===== src/rtl/dru_word_gearbox.sv =====
// dru_word_gearbox: packs 0-3 recovered bits per cycle into WORD_W-bit words, with a one-bit slip.
module dru_word_gearbox #(
  parameter int WORD_W = 8,
  parameter int FILL_W = $clog2(WORD_W + 3)
) (
  input  logic              clk,
  input  logic              aresetn,
  input  logic [2:0]        din,
  input  logic [1:0]        din_nbits,
  input  logic              din_valid,
  input  logic              bitslip,
  output logic [WORD_W-1:0] word,
  output logic              word_valid,
  output logic [FILL_W-1:0] fill,
  output logic              slip_busy
);
  localparam int AW = WORD_W + 2;
  typedef enum logic {IDLE, PEND} slip_t;
  slip_t state, state_nx;
  logic [AW-1:0] acc, cat, acc_nx;
  logic [1:0] n_in, n_eff;
  logic [2:0] d_m, bits;
  logic drop, emit;
  logic [FILL_W-1:0] total, sh;
  // held bits sit LSB-aligned in acc, earliest bit at the highest occupied index
  always_comb begin
    n_in = din_valid ? din_nbits : 2'd0;
    drop = state == PEND && n_in != 2'd0;
    n_eff = n_in - {1'b0, drop};
    d_m = drop ? {1'b0, din[1:0]} : din;
    bits = d_m >> (2'd3 - n_in);
    cat = (acc << n_eff) | AW'(bits);
    total = fill + FILL_W'(n_eff);
    emit = total >= FILL_W'(WORD_W);
    sh = total - FILL_W'(WORD_W);
    acc_nx = emit ? cat & ((AW'(1) << sh) - AW'(1)) : cat;
    state_nx = drop ? IDLE : (bitslip ? PEND : state);
  end
  always_ff @(posedge clk) begin
    if (!aresetn) begin
      acc <= '0;
      fill <= '0;
      word <= '0;
      word_valid <= 1'b0;
      state <= IDLE;
    end else begin
      acc <= acc_nx;
      fill <= emit ? sh : total;
      word_valid <= emit;
      if (emit) word <= WORD_W'(cat >> sh);
      state <= state_nx;
    end
  end
  assign slip_busy = state == PEND;
endmodule


===== config.mk =====
export PLATFORM = sky130hd
export DESIGN_NAME = dru_word_gearbox
export DESIGN_NICKNAME = d
export VERILOG_FILES = /design/src/rtl/dru_word_gearbox.sv
export SDC_FILE = /design/constraint.sdc
export NUM_CORES = 1
export LEC_CHECK = 0
export CAP_MARGIN = 20
export CELL_PAD_IN_SITES_DETAIL_PLACEMENT = 0
export CELL_PAD_IN_SITES_GLOBAL_PLACEMENT = 1
export CORE_MARGIN = 2
export CORE_UTILIZATION = 42
export DETAILED_ROUTE_END_ITERATION = 8
export DONT_BUFFER_PORTS = 1
export PLACE_DENSITY_LB_ADDON = 0.1
export SLEW_MARGIN = 15
export SYNTH_ARGS = -nofsm -noshare
export SYNTH_HDL_FRONTEND = slang
export SYNTH_SLANG_ARGS = --single-unit

===== constraint.sdc =====
create_clock -name clk -period 3.5 [get_ports clk]
set_input_delay 0.525 -clock clk [delete_from_list [all_inputs] [get_ports clk]]
set_output_delay 0.525 -clock clk [all_outputs]
set_load 0.05 [all_outputs]

==> summary.txt, run 1 <==
Num Clock Sinks: 24
VDD IR-drop max: 0.2558 mV
CTS H-Tree Depth: 1
Max Fclk: 311.5 MHz
Mapped Cells: 189
CTS Hold Bufs: 0
Period minus WS final: 3210 ps
First-pass GRT wire length: 7.327 mm
Worst r2r dst: acc[6]
CP arrival: 3410 ps
Initial antenna violation count: 0
Synth Register Bits: 24
Syn_nets: 203
Yosys top cell by area: dfxtp_1
Total negative slack: 0 ps
TritonRoute pass-1 iters: 4
Hold Path End: acc[6]
# setup viols final: 0
Status: finished clean
Largest net degree at the start of global routing: 25
Die Area: 4390 µm²
GPL Wtd Cong: 0.8068
Post-synthesis sequential area ratio: 29.52%
Worst Setup Start Kind: input port
Final max-slew violation count: 0
RSZ-0062 raised after global routing: no
Metal3 WL: 307 µm
Reg-to-reg startpoint: slip_busy
Most frequent cells in the layout: dfxtp_1 (23), nand2_1 (19), nor2_1 (18)
R2r worst-path depth: 13
Total power: 902.2 µW
Clk_lat worst skew: 280 ps
Pwr Density: 506.4 nW/µm²
Mean Syn Cell Area: 8.613 µm²
WL met2: 2.069 mm
Hold Startpoint: aresetn
Post-synth ARST share: 0%
Post-DP HPWL: 3.312 mm
Post-synthesis cell type count: 52
Slew margin rel.: 23.71%
P_leak: 0.7253 nW
Commonest non-fill, non-tap cell in the layout: dfxtp_1
Part of the power in combinational logic: 38.5%
Setup CP Type: input port to flop
Root buf cell: clkbuf_8
Req. time, crit path: 3700 ps
Port Buffers: 0
DRC Markers: 0
N_diodes: 0
Synth top area share: 29.52%
Total GRT Usage: 21.87%
CTS buffer count: 3
Sequential share of power: 39.5%
Max Root-Sink Buffers: 2
HP Class: input port to flop
Fin crit share: 91.72%
Vias/cell: 6.045
Area Overhead vs Synth: 9.454%
Vias in the first global route: 1505
Clk pin slew, worst setup/hold paths: 90 ps
CTS tree: yes
Nets: 209
Total global routing overflow: 0
Routed WL per cell: 18.14 µm
CORE AREA: 3689 µm²
Final hold vios: 0
Via count: 1463
Number of flops mapped to enable cells by yosys: 0
Mapped cell area: 1628 µm²
Switching power: 370.7 µW
Topmost layer with routed signal wires: met4
Area contributors post-synth: dfxtp_1 (30%), mux2i_1 (6.1%), mux4_1 (4.8%)
Wl on met1: 1.970 mm
Internal Power: 531.5 µW
Io pins: 23
Starting DRT DRC Count: 169
Resized cells post-CTS: 0
Die Y-Extent: 66.26 µm
Max-cap violation count: 0
Hold depth: 2
Flop2flop setup slack: 320 ps
Initial Util: 44.13%
Clk pwr share: 21.9%
Crit-path max FO: 9
Clk_skew: 5.517 ps
Post CTS Setup Buffer Count: 0
Die width: 66.26 µm
Main synth FF type: dfxtp_1
Sw frac: 41.09%
Final antenna-violating net count: 0
Synth Warn #: 0
Filler instances: 377
Fraction of layout cells with a size suffix above 1: 14.43%
Rows: 22
Critical Path End Type: flop
Slew @ Worst Pin: 1136 ps
Final wirelength: 4.390 mm
-- flip-flops by register name, summed over array words and instances, names as in the netlist --
name	count
acc	10
fill	4
slip_busy	1
word	8
word_valid	1
-- area by class of cell --
type	count	area, µm²	share of cell area (%)
sequential	24	481.7	27.04
timing repair buffer	11	82.58	4.635
tap	48	60.06	3.371
clock buffer	4	55.05	3.090
multi-input combinational	147	1072	60.18
inverter	8	30.03	1.685
-- power groups by stage --
| stage | combinational, mW | sequential [mW] | clock (mW) |
|---|---|---|---|
| finish | 0.348 | 0.357 | 0.198 |
| global route | 0.382 | 0.361 | 0.209 |
| CTS | 0.346 | 0.357 | 0.199 |
| detailed placement | 0.345 | 0.364 | 0 |
| global placement | 0.345 | 0.363 | 0 |
| floorplan | 0.248 | 0.381 | 0 |
-- cell families after synthesis --
family | count (synthesis) | share of synthesized area (%)
flip-flops | 24 | 29.52
XOR/XNOR | 5 | 2.691
multiplexers | 16 | 13.76
buffers and inverters | 18 | 4.612
AO/OA/AOI/OAI | 58 | 26.06
AND/OR/NAND/NOR | 62 | 18.83
other | 1 | 0.2304
adder cells (fa/ha/maj) | 5 | 4.305
-- critical path, cell delays in order --
cell      delay, ps
o211a_1         220
ha_1            220
nand3b_1        250
nand2_4         180
inv_1           140
fa_1            460
xnor2_1         160
nor2_1          280
nand3_1         130
ha_1            310
nor4_1          290
a21oi_1          60
a21oi_1         180
-- worst max-delay path by stage --
stage | from | to | slack [ps] | depth (start not counted)
2_1_floorplan | din_nbits[1] | acc[6] | 60 | 16
3_3_place_gp | din_nbits[1] | acc[6] | 40 | 13
3_5_place_dp | din_nbits[1] | acc[6] | 20 | 13
4_1_cts | din_nbits[1] | acc[6] | 280 | 13
5_1_grt | din_nbits[1] | acc[6] | 30 | 13
6_report | din_nbits[1] | acc[6] | 290 | 13
-- routing by layer --
layer,vias to the layer above,track usage (%)
met3,5,3.407
met1,702,29.94
met4,0,7.143
met5,-,0
met2,48,35.00
li1,708,-
-- cell usage after synthesis, types with 3 or more instances --
cell and n:
a22o_1 3, inv_1 7, nor2_1 18, nand3_1 5
a31oi_1 5, a211oi_1 10, mux4_1 3, mux2i_1 10
o21ai_0 9, clkbuf_1 8, a21oi_1 12, and2_1 4
ha_1 4, nand2_1 19, dfxtp_1 24, xor2_1 3
-- through the flow --
| stage | utilization (%) | hold slack [ps] | setup WS, ps | instances | instance area [µm²] |
|---|---|---|---|---|---|
| after floorplan | - | 603.5 | 61.36 | 189 | 1635 |
| after global placement | 46.81 | 539.8 | 41.67 | 238 | 1727 |
| after detailed placement | 46.81 | 551.5 | 15.16 | 238 | 1727 |
| after CTS | 48.30 | 376.7 | 281.8 | 242 | 1782 |
| after global routing | 48.30 | 392.0 | 34.28 | 242 | 1782 |
| final | 48.30 | 377.5 | 289.9 | 242 | 1782 |
Note: power is estimated with default switching activity, not from simulation.
==> run 2, diff against run 1 <==
- CORE_MARGIN: 2 -> not set
- CORE_UTILIZATION: 42 -> 37
- DONT_BUFFER_PORTS: 1 -> not set
==> run 2 against run 1 <==
Maximum frequency down 2.0%. Total power rose by 11%. Via count is 12% higher. Combinational power up 41%. Die area rose by 6.4%. First-iteration DRC count decreased by 20%. Sequential share of layout area is 4.5 points lower. Critical path depth rose by 1. Clock skew up 5.8 ps. Critical path type unchanged.
==> summary.txt, run 2 (synthesized netlist as in run 1, its figures left out) <==
Top Registers: acc (10), word (8), fill (4)
Vias/cell: 5.784 (-4.3%)
CTS H-Tree Depth: 1 (unchanged)
Slew @ Worst Pin: 529.9 ps (-606.2 ps)
Final wirelength: 4.680 mm (+6.6%)
Fin crit share: 93.59% (+1.9 points)
Sw frac: 39.70% (-1.4 points)
Final antenna-violating net count: 0 (unchanged)
Largest net degree at the start of global routing: 14 (-44%)
Die Area: 4669 µm² (+6.4%)
Fraction of layout cells with a size suffix above 1: 19.74% (+5.3 points)
Port Buffers: 22 (+22)
Max Root-Sink Buffers: 2 (unchanged)
Area Overhead vs Synth: 31.13%
Switching power: 398.5 µW (+7.5%)
Total global routing overflow: 0 (unchanged)
Clk pin slew, worst setup/hold paths: 100 ps (about the same)
Internal Power: 605.3 µW (+14%)
P_leak: 0.8846 nW (+22%)
Req. time, crit path: 3720 ps (+20 ps)
Cell Chain, Critical Path: clkdlybuf4s50_1, o211a_1, ha_1, nand3b_1, nand2_4, inv_1, fa_1, xnor2_1, nor2_2, nand3_1, ha_1, nor4_1, a21oi_1, a21oi_1
# setup viols final: 0 (unchanged)
Clk_skew: 11.36 ps (+5.839 ps)
TritonRoute pass-1 iters: 4 (unchanged)
Dpl ws: -90.16 ps (-105.3 ps)
Clk_lat worst skew: 280 ps (about the same)
RSZ-0062 raised after global routing: no
Max Fclk: 305.3 MHz (-2.0%)
Final hold vios: 0 (unchanged)
Hold slack: 489.7 ps (+112.2 ps)
Period minus WS final: 3276 ps (+65.58 ps)
Rows: 23 (+4.5%)
Final max-slew violation count: 0 (unchanged)
Routed WL per cell: 16.54 µm (-8.8%)
Clk pwr share: 20.0% (-1.9 points)
Die width: 68.33 µm (+3.1%)
Slowest cell on crit path: clkdlybuf4s50_1
CORE AREA: 4115 µm² (+12%)
VDD IR-drop max: 0.2213 mV (-14%)
Worst Setup Start Kind: input port
Register bank with the most flops: acc
Cell family with most CP delay: adder cells
Vias in the first global route: 1602 (+6.4%)
First-pass GRT wire length: 7.631 mm (+4.1%)
CP arrival: 3500 ps (+90 ps)
Commonest non-fill, non-tap cell in the layout: buf_4
Initial antenna violation count: 0 (unchanged)
Root buf cell: clkbuf_8
Placed instance area: 2077 µm² (+20%)
Critical Path End Type: flop
Post CTS Setup Buffer Count: 0 (unchanged)
Filler instances: 393 (+4.2%)
N_diodes: 0 (unchanged)
Starting DRT DRC Count: 136 (-20%)
Total negative slack: 0 ps (unchanged)
Sequential share of power: 31.2% (-8.3 points)
GPL Wtd Cong: 0.8493 (+5.3%)
Most frequent cells in the layout: buf_4 (28), dfxtp_1 (23), clkdlybuf4s50_1 (22)
CTS buffer count: 3 (unchanged)
CP bufs+invs: 2 (+1)
CTS tree: yes
Pwr Density: 470.3 nW/µm² (-7.1%)
Post-DP HPWL: 3.540 mm (+6.9%)
DRC Markers: 0 (unchanged)
Max-cap violation count: 0 (unchanged)
Final setup margin: 224.3 ps (-65.58 ps)
Initial Util: 39.56% (-4.6 points)
Finished Cell Area: 2135 µm² (+20%)
Slew margin rel.: 64.36% (+41 points)
CP peak stage delay: 450 ps (about the same)
Total power: 1.004 mW (+11%)
Part of the power in combinational logic: 48.8% (+10 points)
Setup CP Type: input port to flop
Num Clock Sinks: 24 (unchanged)
Via count: 1637 (+12%)
Crit-path max FO: 5 (-4)
Io pins: 23 (unchanged)
HP Class: flop to flop
Die Y-Extent: 68.33 µm (+3.1%)
Max FFs per register: 10 (unchanged)
Total GRT Usage: 22.06% (+0.19 points)
Status: finished clean
Nets: 248 (+19%)
## run 2: cell count changes in the layout (fill, tap and decap cells not counted)
cell and change:
nor2_1 -1, buf_4 +17, nor2_2 +1, clkdlybuf4s50_1 +22
## run 2: worst reg2reg max path: cells and delay by family, from the launching register on
| family | cells | cell delay [ps] |
|---|---|---|
| AOI/OAI and AO/OA | 4 | 610 |
| xor gates and xnor gates | 1 | 170 |
| adders and majority gates | 3 | 910 |
| buffers and inverters | 1 | 60 |
| DFF | 1 | 360 |
| and+or+nand+nor | 4 | 620 |
## run 2: metrics by stage
stage / utilization, % / cells
2_1_floorplan: - / 189
3_3_place_gp: 50.47 / 279
3_5_place_dp: 50.47 / 279
4_1_cts: 51.81 / 283
5_1_grt: 51.87 / 283
6_report: 51.87 / 283
## run 2: final timing paths
kind	from	end	slack, ps	cells past startpoint
worst max-delay path	din_nbits[1]	acc[6]	220	14
worst min-delay path	word[6]	word[6]	490	1
worst max register to register	slip_busy	acc[6]	710	13
worst min register to register	word[6]	word[6]	490	1
## run 2: area by class of cell
class,instances,area [µm²],share of cell area (%)
Sequential cell,24,481.7,22.57
Tap cell,50,62.56,2.931
Clock buffer,4,55.05,2.579
Timing Repair Buffer,50,430.4,20.16
Inverter,8,30.03,1.407
Multi-Input combinational cell,147,1075,50.35
## run 2: layer usage
layer	routed length, µm	up-vias	track usage, %
met2	2163	61	37.13
met5	0	-	0
li1	-	788	-
met4	45	0	5.990
met1	2136	782	28.56
met3	335	6	4.000
## run 2: what timing repair did
item                                   in CTS  in global routing
endpoints found under the hold margin       0                  0
setup endpoints to repair                   0                  3
hold buffers                                0                  0
resized for setup                           0                  1
## run 2: power groups by stage
stage               Clock (mW)  Sequential, mW  Combinational [mW]
floorplan                    0           0.381               0.248
global placement             0           0.319               0.483
detailed placement           0           0.319               0.482
CTS                      0.208           0.313               0.484
global route             0.218           0.316               0.527
finish                   0.201           0.313               0.490
==> variant 1, RTL diff (config.mk and constraints of run 2) <==
Change the parameter `WORD_W` from 8 to 16.
--- a/src/rtl/dru_word_gearbox.sv
+++ b/src/rtl/dru_word_gearbox.sv
@@ -1,6 +1,6 @@
 // dru_word_gearbox: packs 0-3 recovered bits per cycle into WORD_W-bit words, with a one-bit slip.
 module dru_word_gearbox #(
-  parameter int WORD_W = 8,
+  parameter int WORD_W = 16,
   parameter int FILL_W = $clog2(WORD_W + 3)
 ) (
   input  logic              clk,
Ports: changed (resized fill and word); port bits go from 23 to 32. No check against the original RTL was run, so the function may have changed too.
==> variant 1 against run 2 <==
- the flow now finishes with violations (design-rule violations)
- clock skew shrank 0.0010 ns
- count of clock-buffer cells in the layout grew 1
- total power grew 94%
- first-iteration DRC count grew to 2.9 times the old value
- fmax shrank 4.2%
- sequential cell count grew 17
- cell area grew 110%
- worst setup slack lost 0.14 ns
- area after synthesis grew 110%
- register-to-register slack lost 0.51 ns
- wire length grew 150%
- critical path type unchanged
- critical endpoint is now acc[10]$_SDFF_PN0_
==> variant 1: results (changes against run 2) <==
The run finished, with violations left. The checks that failed: design-rule violations. The fraction of final layout cells with drive strength greater than 1 came out at 0.332 (was 0.197). The level count of the clock H-tree is 2 (was 1), and the delay contributed by the slowest stage of the critical path is 0.42 ns (was 0.45 ns). The type of the tightest min-delay check is reg -> reg (unchanged).

The cell family with the largest share of critical-path delay is adder cells (unchanged). The fraction of the mapped netlist area in adder cells was 0.0295 (was 0.0430); the number of search-and-repair iterations in the first detailed-routing pass was 7 (was 4). The met1 track demand over resource came out at 0.367 (was 0.286).

After clock tree synthesis, the clock-pin slew on the worst setup and hold paths is 0.09 ns. The via count normalized by instance count is 6.15 (was 5.78). The internal cell power was 1150 uW (was 605 uW). Top flop regs: acc (18), word (16), fill (5) (was acc (10), word (8), fill (4)).

The met3 capacity usage during global routing was 0.0322 (was 0.0400); the critical-path maximum fanout was 5 (unchanged). The synthesized-area fraction occupied by xor and xnor cells works out to 0.0155 (was 0.0269). The detailed placement HPWL was 8680 um (was 3540 um).

The logs give 10 (was 0) for the count of unresolved DRC violations after routing and 0.251 (was 0.221) for the total track usage. The tools report the post-synthesis sequential area ratio as 0.242 (was 0.295). The share of synthesized area spent on multiplexers was 0.233 (was 0.138); the average routed wire per standard cell was 20.4 um (was 16.5 um).

Cell at the root of the clock tree: clkbuf_8 (unchanged). The number of buffers inserted during clock tree synthesis is 5 (was 3). For the wire length of the first global-routing pass, the log shows 18600 um (was 7630 um). Biggest area contributors in the synthesized netlist: dfxtp_1, mux4_2, mux2i_1 (was dfxtp_1, mux2i_1, mux4_1).

The clock latency on the worst-skew pair is 0.30 ns (was 0.28 ns), and the final estimated routing congestion in global placement is 0.936 (was 0.849). The pin count of the biggest net entering global routing is 34 (was 14). The proportion of register bits with asynchronous set or reset after synthesis is 0 (unchanged). The net count after synthesis is 396 (was 203). The number of antenna violations at the first check in global routing is 0 (unchanged), and the via count of the first global-routing pass is 3317 (was 1602). For the leakage dissipation, the log shows 0.00181 uW (was 0.000885 uW).

The run gives 0 (unchanged) as the warning count from the yosys run. The tools report the final-layout fill cell count as 859 (was 393). The antenna diode count was 0 (unchanged); the actual transition at the worst max-transition pin was 0.503 ns (was 0.530 ns). The largest buffer count on any clock path came out at 2 (unchanged). The compound-gate portion of the synthesized area was 0.220 (was 0.261). The port buffer count is 31 (was 22), and the violation count after the first detailed-routing iteration is 390 (was 136).

Commonest cells in the netlist: dfxtp_1, nand2_1, o21ai_0 (was dfxtp_1, nand2_1, nor2_1). The run gives 0.0103 ns (was 0.0114 ns) as the setup skew after layout. The slowest stage cell on the critical path was fa_2 (was clkdlybuf4s50_1).

Worst ir drop on vdd: 0.250 mV (was 0.221 mV). For the worst endpoint data arrival time, the log shows 3.61 ns (was 3.50 ns). The net count reported at finish was 479 (was 248); the number of different library cells in the post-synthesis netlist was 71 (was 52). The run gives -0.686 ns (was -0.0902 ns) as the worst slack at placement. For the met2 track demand over resource, the log shows 0.395 (was 0.371).
==> variant 1: cell count changes after synthesis, sizes merged, moves of 9 or more <==
cell / before / now
mux4: 4 / 24
and3: 2 / 12
nand2: 20 / 36
o21ai: 9 / 28
dfxtp: 24 / 41
nand3: 5 / 24
buf: 2 / 14
clkbuf: 8 / 17
a21oi: 12 / 24
==> variant 1: final cells by class <==
class                      instances  area (um2)  area share
sequential                        41         822       0.180
clock inverter                     2        35.0     0.00767
multi-input combinational        300        2570       0.562
timing repair buffer             107         893       0.196
inverter                           9        43.8     0.00959
tap                              108         135      0.0296
clock buffer                       5        68.8      0.0151
==> variant 1: worst reg2reg max path: stages, from the launching register on <==
cell      delay, ns
dfxtp_2        0.34
o211a_1        0.15
ha_4           0.31
inv_4          0.04
ha_4           0.16
fa_2           0.42
nand3_4        0.16
xor2_4         0.09
nor2_4         0.13
nand2_2        0.06
or3_4          0.39
ha_4           0.19
nand2b_4       0.07
buf_4          0.09
o21ai_0        0.07
a22oi_1        0.19
o221ai_1       0.14
and3_1         0.20
==> variant 1: metrics by stage <==
stage                     area [um2]  std cells  hold slack (ns)
after CTS                       4480        568            0.463
final                           4570        572            0.459
after global routing            4570        572            0.484
after global placement          4310        559            0.444
after floorplan                 3550        381            0.632
after detailed placement        4310        559            0.450
==> variant 1: path summary, 6_finish.rpt <==
path	slack, ns	depth (start not counted)	startpoint	endpoint
setup / recovery	0.08	18	din_nbits[0]	acc[10]$_SDFF_PN0_
hold / removal	0.46	2	word[13]$_SDFFE_PN0N_	word[13]$_SDFFE_PN0N_
setup reg to reg	0.20	17	slip_busy$_SDFFE_PP0P_	acc[10]$_SDFF_PN0_
hold reg to reg	0.46	2	word[13]$_SDFFE_PN0N_	word[13]$_SDFFE_PN0N_
==> variant 1: cell families after synthesis <==
| family | count (synthesis) |
|---|---|
| simple gates | 126 |
| compound gates | 113 |
| mux | 47 |
| flops | 41 |
| buf+inv | 40 |
| fa+ha+maj | 7 |
| xor+xnor | 6 |
| other cells | 1 |
==> variant 1: metal layers <==
metal,vias up,part of all wire
met2,162,0.46
met1,1717,0.45
met4,0,0.019
li1,1620,-
met5,-,0
met3,21,0.068
==> variant 1: timing repair <==
item / CTS / global route
gates resized for setup: 16 / 22
endpoints found under the hold margin: 0 / 0
buffers inserted: 2 / 4
endpoints found under the setup margin: 25 / 20
pin swaps: 10 / 18
==> variant 1: power by group through the flow <==
stage | registers (uW) | clock network [uW] | logic, uW
4_1_cts | 523 | 394 | 989
2_1_floorplan | 605 | 0 | 557
3_3_place_gp | 531 | 0 | 970
6_report | 522 | 385 | 1040
3_5_place_dp | 532 | 0 | 964
5_1_grt | 527 | 414 | 1110
==> variant 2, RTL diff (settings of run 2) <==
Made on the original files. Put one more register stage on the output `fill`, with the module's reset. The value now appears one clock later. The other outputs are not delayed to match.
--- a/src/rtl/dru_word_gearbox.sv
+++ b/src/rtl/dru_word_gearbox.sv
@@ -16,6 +16,8 @@
 );
   localparam int AW = WORD_W + 2;
   typedef enum logic {IDLE, PEND} slip_t;
+
+  logic [FILL_W-1:0] fill_s0;
   slip_t state, state_nx;
   logic [AW-1:0] acc, cat, acc_nx;
   logic [1:0] n_in, n_eff;
@@ -30,7 +32,7 @@
     d_m = drop ? {1'b0, din[1:0]} : din;
     bits = d_m >> (2'd3 - n_in);
     cat = (acc << n_eff) | AW'(bits);
-    total = fill + FILL_W'(n_eff);
+    total = fill_s0 + FILL_W'(n_eff);
     emit = total >= FILL_W'(WORD_W);
     sh = total - FILL_W'(WORD_W);
     acc_nx = emit ? cat & ((AW'(1) << sh) - AW'(1)) : cat;
@@ -39,18 +41,26 @@
   always_ff @(posedge clk) begin
     if (!aresetn) begin
       acc <= '0;
-      fill <= '0;
+      fill_s0 <= '0;
       word <= '0;
       word_valid <= 1'b0;
       state <= IDLE;
     end else begin
       acc <= acc_nx;
-      fill <= emit ? sh : total;
+      fill_s0 <= emit ? sh : total;
       word_valid <= emit;
       if (emit) word <= WORD_W'(cat >> sh);
       state <= state_nx;
     end
   end
   assign slip_busy = state == PEND;
+  always_ff @(posedge clk) begin
+    if (!aresetn) begin
+      fill <= '0;
+    end else begin
+      fill <= fill_s0;
+    end
+  end
+
 endmodule
 
Function: changed (Yosys sat finds a counterexample within 4 cycles, from zero or initial values and one cycle with aresetn low).
==> variant 2 against run 2 <==
- sequential cell count increased by 4
- worst setup slack improved by 0.082 ns
- cell area increased by 5.6%
- sequential power increased by 12%
- register-to-register slack about the same
- fmax increased by 2.6%
- wire length decreased by 4.2%
- area after synthesis increased by 4.0%
- via count decreased by 6.8%
- total power decreased by 5.3%
- core utilization decreased by 0.44 points
==> variant 2: results (changes against run 2) <==
Biggest area contributors in the synthesized netlist: dfxtp_1, mux2i_1, mux4_2 (was dfxtp_1, mux2i_1, mux4_1). The post-place instance area is 2190 um2 (was 2080 um2), and the met2 track demand over resource is 0.309 (was 0.371). The net count after synthesis came out at 195 (was 203). The post-route worst hold slack was 0.478 ns (was 0.490 ns); the post-synthesis sequential area ratio was 0.331 (was 0.295). The worst endpoint data arrival time is 3.40 ns (was 3.50 ns), and the total track usage is 0.193 (was 0.221).

The flow ran to the end, and the final reports show no timing, DRC or antenna violations. The logs give 0.00321 ns (was 0.0114 ns) for the setup skew after layout and 0.852 (was 0.849) for the final estimated routing congestion in global placement. Final-layout fill cell count: 422 (was 393).

The wire length of the first global-routing pass was 7430 um (was 7630 um); the number of cells on the worst hold path was 2 (was 1). The total length of routed wires is 4480 um (was 4680 um). The end of the worst hold path is word[1]$_SDFFE_PN0N_ (was word[6]$_SDFFE_PN0N_). The length in cells of the worst reg-to-reg path is 14 (was 13).

The critical hold path startpoint is word[1]$_SDFFE_PN0N_ (was word[6]$_SDFFE_PN0N_). The delay contributed by the slowest stage of the critical path works out to 0.42 ns (was 0.45 ns). The tools report the violation count after the first detailed-routing iteration as 63 (was 136). The tools report the pin count of the biggest net entering global routing as 16 (was 14).

The met2 layer wire length in the routed design is 2060 um (was 2160 um). The detailed placement HPWL is 3560 um (was 3540 um), and the worst ir drop on vdd is 0.262 mV (was 0.221 mV). The terminus of the critical flop-to-flop path was acc[4]$_SDFF_PN0_ (was acc[6]$_SDFF_PN0_). For the count of placed standard cells in the final layout, fillers left out, the log shows 285 (was 283). The worst slack at placement is -0.217 ns (was -0.0902 ns), and the mean instance size in the synthesized netlist is 9.35 um2 (was 8.61 um2). The critical-path maximum fanout is 6 (was 5).

The via count normalized by instance count came out at 5.35 (was 5.78). The number of different library cells in the post-synthesis netlist came out at 50 (was 52). Commonest cells in the netlist: dfxtp_1, nand2_1, mux2i_1 (was dfxtp_1, nand2_1, nor2_1). For the met1 routed wirelength after detailed routing, the log shows 2180 um (was 2140 um). Top flop regs: acc (10), word (8) (was acc (10), word (8), fill (4)). The relative slew slack was 0.634 (was 0.644); the detailed route wirelength on metal3 was 168 um (was 335 um). The run gives 0.0291 (was 0.0400) as the met3 capacity usage during global routing.
==> variant 2: final cells by class <==
type	count	area, um2	area share
Clock buffer	4	55.1	0.0244
Multi-Input combinational cell	140	1080	0.481
Sequential cell	28	561	0.249
Tap cell	52	65.1	0.0289
Timing Repair Buffer	53	455	0.202
Inverter	8	35.0	0.0155
==> variant 2: report_power, final <==
group          switching (uW)  internal [uW]  total (uW)
Combinational             218            177         395
Clock                     103            101         204
Sequential               13.3            339         352
==> variant 2: worst max path at each step <==
stage                            from           endpoint  cells past startpoint
3_5_place_dp             din_nbits[0]  acc[4]$_SDFF_PN0_                     15
3_3_place_gp             din_nbits[0]  acc[4]$_SDFF_PN0_                     15
6_report                 din_nbits[1]  acc[4]$_SDFF_PN0_                     15
4_1_cts                  din_nbits[0]  acc[4]$_SDFF_PN0_                     15
2_1_floorplan  slip_busy$_SDFFE_PP0P_  acc[4]$_SDFF_PN0_                     15
5_1_grt                  din_nbits[1]  acc[4]$_SDFF_PN0_                     15
==> variant 2: what timing repair did <==
action	in CTS	in global routing
setup buffers	0	0
endpoints found under the setup margin	0	3
resized for setup	0	3
==> variant 2: critical path: cells and delay by family <==
| family | cells | cell delay (ns) |
|---|---|---|
| and+or+nand+nor | 6 | 0.87 |
| adders and majority gates | 3 | 0.82 |
| buffers and inverters | 2 | 0.45 |
| muxes | 1 | 0.12 |
| AOI/OAI and AO/OA | 3 | 0.58 |
==> variant 2: cell families after synthesis <==
| logic type | share of synthesized area |
|---|---|
| and+or+nand+nor | 0.188 |
| buffers and inverters | 0.0340 |
| AOI/OAI and AO/OA | 0.165 |
| other | 0.00222 |
| muxes | 0.207 |
| adders and majority gates | 0.0414 |
| DFF | 0.331 |
| xor gates and xnor gates | 0.0310 |
